### src/rtl/mux_pkg.sv
// rtl/mux_pkg.sv - shared constants, entry type and lane helper for the select stage
package mux_pkg;

    localparam int DEFAULT_WIDTH = 32;
    localparam int MAX_IN        = 16;

    typedef struct packed {
        logic                     valid;
        logic                     err;
        logic [DEFAULT_WIDTH-1:0] data;
    } mux_entry_t;

    function automatic logic [DEFAULT_WIDTH-1:0] lane_sel(
        input logic [MAX_IN*DEFAULT_WIDTH-1:0] packed_lanes,
        input logic [3:0]                      idx
    );
        return packed_lanes[idx*DEFAULT_WIDTH +: DEFAULT_WIDTH];
    endfunction

endpackage

### src/rtl/mux_nsel.sv
// rtl/mux_nsel.sv - combinational N-way lane selector with out-of-range detect
// An out-of-range index yields lane 0 and raises o_oor.
module mux_nsel
    import mux_pkg::*;
#(
    parameter int WIDTH  = DEFAULT_WIDTH,
    parameter int NUM_IN = 4
) (
    input  logic [NUM_IN*WIDTH-1:0]   i_data,
    input  logic [$clog2(NUM_IN)-1:0] i_sel,
    output logic [WIDTH-1:0]          o_data,
    output logic                      o_oor
);
    localparam int SEL_W = $clog2(NUM_IN);

    // NUM_IN <= 2**SEL_W, so one extra bit holds the bound without truncation
    assign o_oor = ({1'b0, i_sel} >= (SEL_W+1)'(NUM_IN));

    always_comb begin
        o_data = i_data[0 +: WIDTH];
        for (int i = 1; i < NUM_IN; i++) begin
            if (i_sel == SEL_W'(i)) begin
                o_data = i_data[i*WIDTH +: WIDTH];
            end
        end
    end

endmodule

### src/rtl/mux_pipe_sel.sv
// rtl/mux_pipe_sel.sv - registered N-way select stage with two-entry skid buffer
// Out-of-range select flagging on out_err is built only when MUX_SEL_CHECK_EN is defined.
module mux_pipe_sel
    import mux_pkg::*;
#(
    parameter int WIDTH  = DEFAULT_WIDTH,
    parameter int NUM_IN = 4
) (
    input  logic                      clk,
    input  logic                      reset,
    input  logic                      flush,
    input  logic                      in_valid,
    output logic                      in_ready,
    input  logic [$clog2(NUM_IN)-1:0] in_sel,
    input  logic [NUM_IN*WIDTH-1:0]   in_data,
    output logic                      out_valid,
    input  logic                      out_ready,
    output logic [WIDTH-1:0]          out_data,
    output logic                      out_err
);
    logic             r_mv;
    logic             r_sv;
    logic [WIDTH-1:0] r_m_data;
    logic [WIDTH-1:0] r_s_data;
    logic [WIDTH-1:0] w_sel_data;
    logic [WIDTH-1:0] w_cap_data;
    logic             w_oor;
    logic             w_accept;
    logic             w_pop;
    logic             w_load_m;
    logic             w_skid_to_m;

    mux_nsel #(
        .WIDTH  (WIDTH),
        .NUM_IN (NUM_IN)
    ) u_nsel (
        .i_data (in_data),
        .i_sel  (in_sel),
        .o_data (w_sel_data),
        .o_oor  (w_oor)
    );

    assign in_ready    = !r_sv;
    assign w_accept    = in_valid && !r_sv;
    assign w_pop       = r_mv && out_ready;
    // M takes the incoming beat when it is empty or draining with no skid entry behind it
    assign w_load_m    = !r_mv || (w_pop && !r_sv);
    assign w_skid_to_m = w_pop && r_sv;

    assign out_valid = r_mv;
    assign out_data  = r_m_data;

`ifdef MUX_SEL_CHECK_EN
    logic r_m_err;
    logic r_s_err;

    assign w_cap_data = w_oor ? '0 : w_sel_data;
    assign out_err    = r_m_err;

    always_ff @(posedge clk or negedge reset) begin
        if (!reset) begin
            r_m_err <= 1'b0;
            r_s_err <= 1'b0;
        end else if (!flush) begin
            if (w_load_m && w_accept) begin
                r_m_err <= w_oor;
            end else if (w_skid_to_m) begin
                r_m_err <= r_s_err;
            end else if (!w_load_m && w_accept) begin
                r_s_err <= w_oor;
            end
        end
    end
`else
    logic w_unused_oor;

    assign w_unused_oor = w_oor;
    assign w_cap_data   = w_sel_data;
    assign out_err      = 1'b0;
`endif

    always_ff @(posedge clk or negedge reset) begin
        if (!reset) begin
            r_mv     <= 1'b0;
            r_sv     <= 1'b0;
            r_m_data <= '0;
            r_s_data <= '0;
        end else if (flush) begin
            r_mv <= 1'b0;
            r_sv <= 1'b0;
        end else if (w_load_m) begin
            r_mv <= w_accept;
            if (w_accept) begin
                r_m_data <= w_cap_data;
            end
        end else if (w_skid_to_m) begin
            r_m_data <= r_s_data;
            r_sv     <= 1'b0;
        end else if (w_accept) begin
            r_s_data <= w_cap_data;
            r_sv     <= 1'b1;
        end
    end

endmodule
### config.mk
export PLATFORM = sky130hd
export DESIGN_NAME = mux_pipe_sel
export DESIGN_NICKNAME = d
export VERILOG_FILES = /design/src/rtl/mux_pkg.sv /design/src/rtl/mux_nsel.sv /design/src/rtl/mux_pipe_sel.sv
export SDC_FILE = /design/constraint.sdc
export NUM_CORES = 1
export LEC_CHECK = 0
export CAP_MARGIN = 20
export CORE_MARGIN = 5
export CORE_UTILIZATION = 40
export CTS_BUF_LIST = sky130_fd_sc_hd__clkbuf_16
export CTS_CLUSTER_SIZE = 8
export DETAILED_ROUTE_END_ITERATION = 6
export PLACE_DENSITY = 0.79
export SLEW_MARGIN = 5
export SYNTH_ARGS = -nofsm -noshare
export SYNTH_HDL_FRONTEND = slang
export SYNTH_SLANG_ARGS = --single-unit
export TNS_END_PERCENT = 5
### constraint.sdc
create_clock -name clk -period 1.7 [get_ports clk]
set_input_delay 0.255 -clock clk [delete_from_list [all_inputs] [get_ports clk]]
set_output_delay 0.255 -clock clk [all_outputs]
set_load 0.02 [all_outputs]
* Word-level counts from Yosys, hierarchy flattened *
Index checks and enable logic that the tools add are counted.

storage, ports and cells
  bits in registers = 66
  output and inout port bits = 35

operators by class
  equal/unequal tests = 5
  muxes and demuxes = 12
  bitwise logic cells = 3
  reduce and logical (&&, ||, !) cells = 13

operator list
  cell                                            count
  two-way mux 32 bit                              6
  two-way mux 1 bit                               6
  == test 2 bit (second input constant)           2
  logical AND 1 bit                               4
  != test 2 bit (second input constant)           2
  AND reduction 4 bit                             1
  nonzero test 2 bit                              2
  NOT 1 bit                                       3
  AND reduction 3 bit                             1
  nonzero test 3 bit                              1
  == test 2 x 1 -> 1 bit (second input constant)  1
  logical NOT 1 bit                               2
  AND reduction 2 bit                             1
  logical OR 1 bit                                1

* Logic depth before layout (Yosys ltp) *
Gate-level depths: netlist (run 1).

  depth in word-level cells = 6
  depth in mapped cells = 5
  mapped depth without buffers = 4

* Modules after synthesis *
Synthesis (run 1) repeated with hierarchy kept, for this count alone.

second synthesis, totals
  cells, all modules = 262
  area total of the unflattened synthesis = 3,733.6 µm²

by module, submodules not included
  module        instances  cells an instance  area an instance (µm²)
  mux_pipe_sel  1          221                2,907.8
  mux_nsel      1          41                 825.8

* Least setup slack after synthesis (run 1) *
Ideal clock, no wire load.

  path type = register to register
  start = register r_sv
  end = register r_s_data[10]
  arrival = 1.520 ns
  setup slack = 0.056 ns
  cell stages (with the launch flop) = 6
  buffers on the path = 1
  period minus slack after synthesis = 1.644 ns
  cell sequence = dfrtp_1 > inv_2 > nand2_1 > nor4b_4 > buf_2 > mux2_2

on the way
  word-level cells in the longest chain between the ends = 5
  elaborated cells between the ends (all ways) = 8
  classes of those cells = 2 x bitwise; 6 x reduce/logical

RTL lines
  element                          RTL line             text
  start, declared                  mux_pipe_sel.sv:22   logic r_sv;
  start signal, assigned           mux_pipe_sel.sv:85   r_sv <= 1'b0;
  start signal, assigned           mux_pipe_sel.sv:90   r_sv <= 1'b0;
  start signal, assigned           mux_pipe_sel.sv:98   r_sv <= 1'b0;
  logical NOT 1 bit *              --
  net in_ready                     mux_pipe_sel.sv:13   output logic in_ready,
  logical AND 1 bit                mux_pipe_sel.sv:47   assign w_load_m = !r_mv || (w_pop && !r_sv);
  logical OR 1 bit                 mux_pipe_sel.sv:47
  NOT 1 bit (no line)              --
  AND reduction 4 bit (no line) *  --
  end signal, assigned             mux_pipe_sel.sv:100  r_s_data <= w_cap_data;
  end, declared                    mux_pipe_sel.sv:24   logic [WIDTH-1:0] r_s_data;

Mark *: on every way through the listed nets, which the timed path passes. The rest lies on a longest branch.
A chain may end at the register's enable or synchronous reset.

* Worst setup path in the final report (run 1) *
  start = register r_sv
  end = register r_m_data[28] (netlist: out_data[28])

on the way
  word-level cells in the longest chain between the ends = 5
  elaborated cells between the ends (all ways) = 9
  classes of those cells = 1 x eq/ne; 1 x mux; 7 x reduce/logical

RTL lines
  element                                                               RTL line                                text
  logical NOT 1 bit                                                     mux_pipe_sel.sv:44, mux_pipe_sel.sv:47
  logical AND 1 bit                                                     mux_pipe_sel.sv:47
  logical OR 1 bit                                                      mux_pipe_sel.sv:47
  != test 2 bit (no line) / nonzero test 2 bit (equally long branches)  --
  AND reduction 3 bit (no line)                                         --
  end signal, assigned                                                  mux_pipe_sel.sv:94                      r_m_data <= w_cap_data;
  end signal, assigned                                                  mux_pipe_sel.sv:97                      r_m_data <= r_s_data;
  end, declared                                                         mux_pipe_sel.sv:23                      logic [WIDTH-1:0] r_m_data;

Several ways; a longest one is shown, not always the timed one.

==> impl_metrics.ini, run 1 <==
[status]
status = finished, final reports clean

[logic_synthesis]
synth_seq_area_share_pct = 46.8
synth_area_leaders = dfrtp_1 (47%), mux4_2 (20%), mux2_2 (10%)
yosys.area.top_type = dfrtp_1
synthesis.instances = 295
synth_cell_types = 21
syn_area_um2 = 3530
synth_top_area_share_pct = 46.8
syn_nets = 430
ys_seq_elements = 66
ys_warn_count = 0
syn_avg_cell_area_um2 = 12.0

[worst_setup_path]
slowest_stage = dfrtp_2
cp_cell_sequence = or2_1, a211oi_4, buf_4, buf_12, nor2_1, a31oi_1
cp-start-kind = flop
path_buf_inv = 2
crit_required_ns = 1.93
critPathArrivalTime_ns = 1.88
crit_fanout = 32
critical-path-top-delay-family = flip-flops
worstSetupEndpointType = flop
critPathKind = reg2reg
cp_slowest_stage_delay_ns = 0.44

[clocking]
clkTransAtPathRegs_ns = 0.05
cts_root_buf = clkbuf_16
clock-sinks = 66
htree_levels = 3
worstSkewPairLatency_ns = 0.31
cts_tree = yes
cts_buffers = 9
clk_path_buf_depth = 2

[placement]
place_area_um2 = 5410
routabilityCongestion = 0.704
hpwl_um = 7270
io_buffers = 168
dp.cells = 561

[die]
die-area_um2 = 10800
pin_count = 170
fp.dieW_um = 104
row_count = 34
die_height_um = 104
coreArea_um2 = 8640
initial_core_util_pct = 40.8

[detailed_routing]
drc = 0
detail-route-antenna-nets = 0
drtPass1Iterations = 4
via_per_inst = 5.30
totalWireLength_um = 10300
wl_per_cell_um = 17.7
drt_iter0_drc = 148
vias = 3087

[final_layout]
final_util_pct = 66.7
drive_gt1_share_pct = 21.5
fin_cells = 582
fin_area_um2 = 5760
diodes = 0
nets = 605
syn_to_final_growth_pct = 63.4
nFillCells = 669

[hold_path]
holdCritPathClass = in2async

[power]
combPwrFrac_pct = 32.5
switching_share_pct = 27.9
power_density_nw_per_um2 = 1010
p_sw_mw = 1.62
power.internal_mw = 4.21
clockPowerShare_pct = 29.2
leakagePower_nw = 2.31
peakVddDrop_uv = 532
power_frac_seq_pct = 38.4

[global_routing]
antenna_found_initial = 0
grt_start_max_net_pins = 67
grt_pass1_vias = 3262
grt_pass1_wl_um = 15900
grt.total_usage_pct = 18.0
grt_overflow = 0

[sta]
period_needed_ns = 1.65
drv_slew = 0
finalHoldViolations = 0
setup_tns_ns = 0
fmax_mhz = 605
finClkSkew_ns = 0.00691
period_share_pct = 97.3
setup_violations = 0

[job]
max-cap-violations = 0
## cells in the final DEF, fill, tap and decap left out, drive strengths merged
cell / Yosys / routed
clkdlybuf4s50: 0 / 163
nand2: 66 / 66
dfrtp: 66 / 66
nor2: 33 / 33
mux4: 32 / 32
a31oi: 32 / 32
mux2: 32 / 32
buf: 16 / 20
clkbuf: 7 / 10
clkinv: 0 / 4
inv: 2 / 3
a21oi: 2 / 2
dlygate4sd2: 0 / 2
a211oi: 2 / 2
o21ai: 1 / 1
or2: 1 / 1
a21boi: 1 / 1
nor4b: 1 / 1
conb: 1 / 1
bufinv: 0 / 1
dlygate4sd3: 0 / 1
## state kept, by name, summed over array words and instances, names as in the netlist
| signal | count |
|---|---|
| out_valid | 1 |
| r_sv | 1 |
| out_data | 32 |
| r_s_data | 32 |
## cell families (layout without fill, tap and decap cells)
| family | after synthesis | count (layout) | synth area share (%) |
|---|---|---|---|
| flops | 66 | 66 | 46.8 |
| compound gates | 38 | 38 | 7.10 |
| simple gates | 101 | 101 | 11.4 |
| buf+inv | 25 | 204 | 3.90 |
| mux | 64 | 64 | 30.7 |
| other cells | 1 | 1 | 0.106 |
## repair_timing
| item | in CTS | in global routing |
|---|---|---|
| resized for setup | 2 | 5 |
| pin swaps | 0 | 1 |
| endpoints found under the hold margin | 66 | 0 |
| gates cloned | 0 | 3 |
| setup endpoints to repair | 2 | 46 |
| setup buffers | 0 | 2 |
| hold buffers | 1 | 0 |
## synth_stat cells, drive strengths merged
cell	instances
a211oi	2
a21boi	1
a21oi	2
a31oi	32
buf	16
clkbuf	7
conb	1
dfrtp	66
inv	2
mux2	32
mux4	32
nand2	66
nor2	33
nor4b	1
o21ai	1
or2	1
## power groups by stage
stage	clock network, mW	logic (mW)	registers (mW)
6_report	1.70	1.89	2.24
5_1_grt	1.82	2.04	2.29
4_1_cts	1.74	1.88	2.24
3_5_place_dp	0	1.88	2.26
3_3_place_gp	0	1.82	2.23
2_1_floorplan	0	0.710	2.46
## worst paths after layout
| path | from | endpoint | slack, ns | cells past startpoint |
|---|---|---|---|---|
| min | reset | r_s_data[0] | 0.49 | 3 |
| max reg2reg | r_sv | out_data[28] | 0.05 | 6 |
| max | r_sv | out_data[28] | 0.05 | 6 |
| min reg2reg | r_s_data[10] | r_s_data[10] | 0.51 | 1 |
| max in group asynchronous | reset | r_sv | 0.92 | 3 |
| min in group clk | r_s_data[10] | r_s_data[10] | 0.51 | 1 |
## layout make-up
type / instances / area (um2) / area share, %
Tap cell: 108 / 135 / 2.35
Clock buffer: 9 / 225 / 3.91
Clock inverter: 6 / 50.0 / 0.869
Sequential cell: 66 / 1650 / 28.7
Multi-Input combinational cell: 204 / 1750 / 30.4
Timing Repair Buffer: 187 / 1940 / 33.6
Inverter: 2 / 7.51 / 0.130
## metal layers
layer | vias to the layer above | GRT usage (%) | routed length [um]
li1 | 1428 | - | -
met1 | 1534 | 21.2 | 3880
met2 | 112 | 31.9 | 5550
met3 | 13 | 3.79 | 643
met4 | 0 | 7.31 | 203
met5 | - | 0 | 0
## per-stage QoR
step           power, mW  setup WS [ns]  hold slack (ns)
2_1_floorplan       3.17         0.0556          -0.0406
3_3_place_gp        4.06         -0.175            0.297
3_5_place_dp        4.14         -0.216            0.305
4_1_cts             5.86         0.0463            0.503
5_1_grt             6.15       -0.00135            0.519
6_report            5.83         0.0467            0.488
## worst register-to-register path, delay by kind of cell, from the launching register on
kind	cells	cell delay, ns
buf+inv	2	0.41
compound gates	2	0.38
simple gates	2	0.33
flops	1	0.44
Note: power is estimated with default switching activity, not from simulation.
==> inputs of run 2 (changes only) <==
--- a/config.mk
+++ b/config.mk
@@ -12,6 +12,7 @@
 export CTS_CLUSTER_SIZE = 8
 export DETAILED_ROUTE_END_ITERATION = 6
 export PLACE_DENSITY = 0.79
+export REMOVE_ABC_BUFFERS = 1
 export SLEW_MARGIN = 5
 export SYNTH_ARGS = -nofsm -noshare
 export SYNTH_HDL_FRONTEND = slang
==> run 2 against run 1 <==
Net effect: clock-buffer cell count unchanged; sequential cell count unchanged; sequential share of layout area about the same; critical path type unchanged; largest cell class unchanged.
==> impl_metrics.ini, run 2 (same netlist as run 1, synthesis figures left out) <==
[sta]
drv_slew = 0
period_share_pct = 95.9
setup_violations = 0
finClkSkew_ns = 0.00558
hold_slack_ns = 0.421
rsz0062_at_grt = no
finalHoldViolations = 0
setup_slack_ns = 0.0701
fmax_mhz = 614
period_needed_ns = 1.63

[power]
power_mw = 5.85
leakagePower_nw = 2.32
power_density_nw_per_um2 = 1010
peakVddDrop_uv = 489

[clocking]
htree_levels = 3
clk_path_buf_depth = 2
clock-sinks = 66
cts_tree = yes
clkTransAtPathRegs_ns = 0.06
cts_root_buf = clkbuf_16
worstSkewPairLatency_ns = 0.31
cts_buffers = 9

[job]
max-cap-violations = 0

[placement]
hpwl_um = 7320
routabilityCongestion = 0.723
preCtsSetupSlack_ns = -0.222
place_area_um2 = 5440
io_buffers = 168

[worst_setup_path]
critPathArrivalTime_ns = 1.86
cp-start-kind = flop
rr_worst_depth = 6
critPathKind = reg2reg
worstSetupEndpointType = flop
crit_fanout = 32
crit_required_ns = 1.93

[global_routing]
grt_pass1_vias = 3246
grt.total_usage_pct = 17.7
use_met2_pct = 31.3
grt_pass1_wl_um = 15600
grt_start_max_net_pins = 65
grt-busiest-layer = met2
grtUsageMet3_pct = 5.40
antenna_found_initial = 0
met1_usage_pct = 20.9
grt_overflow = 0

[die]
row_count = 34
coreArea_um2 = 8640
die_height_um = 104
die-area_um2 = 10800
initial_core_util_pct = 40.8
pin_count = 170
fp.dieW_um = 104

[final_layout]
final_cell_mix = clkdlybuf4s50_1 (163), nand2_1 (66), dfrtp_1 (66), nor2_1 (33)
nFillCells = 671
drive_gt1_share_pct = 20.9
mostFrequentLayoutCell = clkdlybuf4s50_1
diodes = 0
syn_to_final_growth_pct = 63.5
fin_area_um2 = 5760
nets = 604

[detailed_routing]
vias = 3073
detail-route-antenna-nets = 0
via_per_inst = 5.28
wl_per_cell_um = 17.4
totalWireLength_um = 10100
drtPass1Iterations = 4
drc = 0
drt_iter0_drc = 110

[hold_path]
holdCritPathClass = in2async

[status]
status = finished, final reports clean
run 2: cell types whose count changed in the layout (fill, tap and decap cells not counted), sizes merged:
cell,before,now
buf,20,19
inv,3,4
run 2: metal layers:
| layer | up-vias | routed length (um) |
|---|---|---|
| li1 | 1421 | - |
| met1 | 1544 | 3940 |
| met2 | 104 | 5460 |
| met3 | 4 | 684 |
| met4 | 0 | 53 |
| met5 | - | 0 |
run 2: layout make-up:
class	instances	area (um2)	share of cell area (%)
clock buffers	9	225	3.91
multi-input cells	204	1760	30.5
flip-flops and latches	66	1650	28.7
inverters	2	7.51	0.130
repair buffers	186	1930	33.5
clock inverters	7	52.6	0.912
well taps	108	135	2.34
run 2: timing repair:
item                       in CTS  in global routing
gates resized for setup         2                  2
buffers inserted                0                  1
pin swaps                       0                  1
gates cloned                    0                  2
hold endpoints to repair       32                  0
hold buffers                    1                  0
setup endpoints to repair       2                  5
run 2: final timing paths:
check | from | to | slack (ns)
max | r_sv | out_data[27] | 0.07
min | reset | out_data[12] | 0.42
max reg2reg | r_sv | out_data[27] | 0.07
min reg2reg | r_s_data[0] | r_s_data[0] | 0.51
max in group asynchronous | reset | r_s_data[7] | 0.73
min in group clk | r_s_data[0] | r_s_data[0] | 0.51
run 2: power breakdown:
group | leakage [nW] | internal [mW] | total [mW] | switching (mW)
logic | 1.40 | 1.09 | 1.89 | 0.796
clock network | 0.142 | 1.10 | 1.72 | 0.615
registers | 0.774 | 2.01 | 2.24 | 0.229
run 2: worst max-delay path, stage by stage (launching register included):
cell	delay, ns
dfrtp_1	0.42
or2_1	0.28
a211oi_4	0.19
buf_4	0.19
buf_8	0.23
nor2_1	0.07
a31oi_1	0.13
run 2: per-stage QoR:
stage	setup TNS, ns	std cells	utilization (%)
detailed placement	-9.76	562	63.0
floorplan	-41.59	272	-
global placement	-7.48	562	63.0
finish	0	582	66.7
global route	0	582	66.7
CTS	0	579	66.3
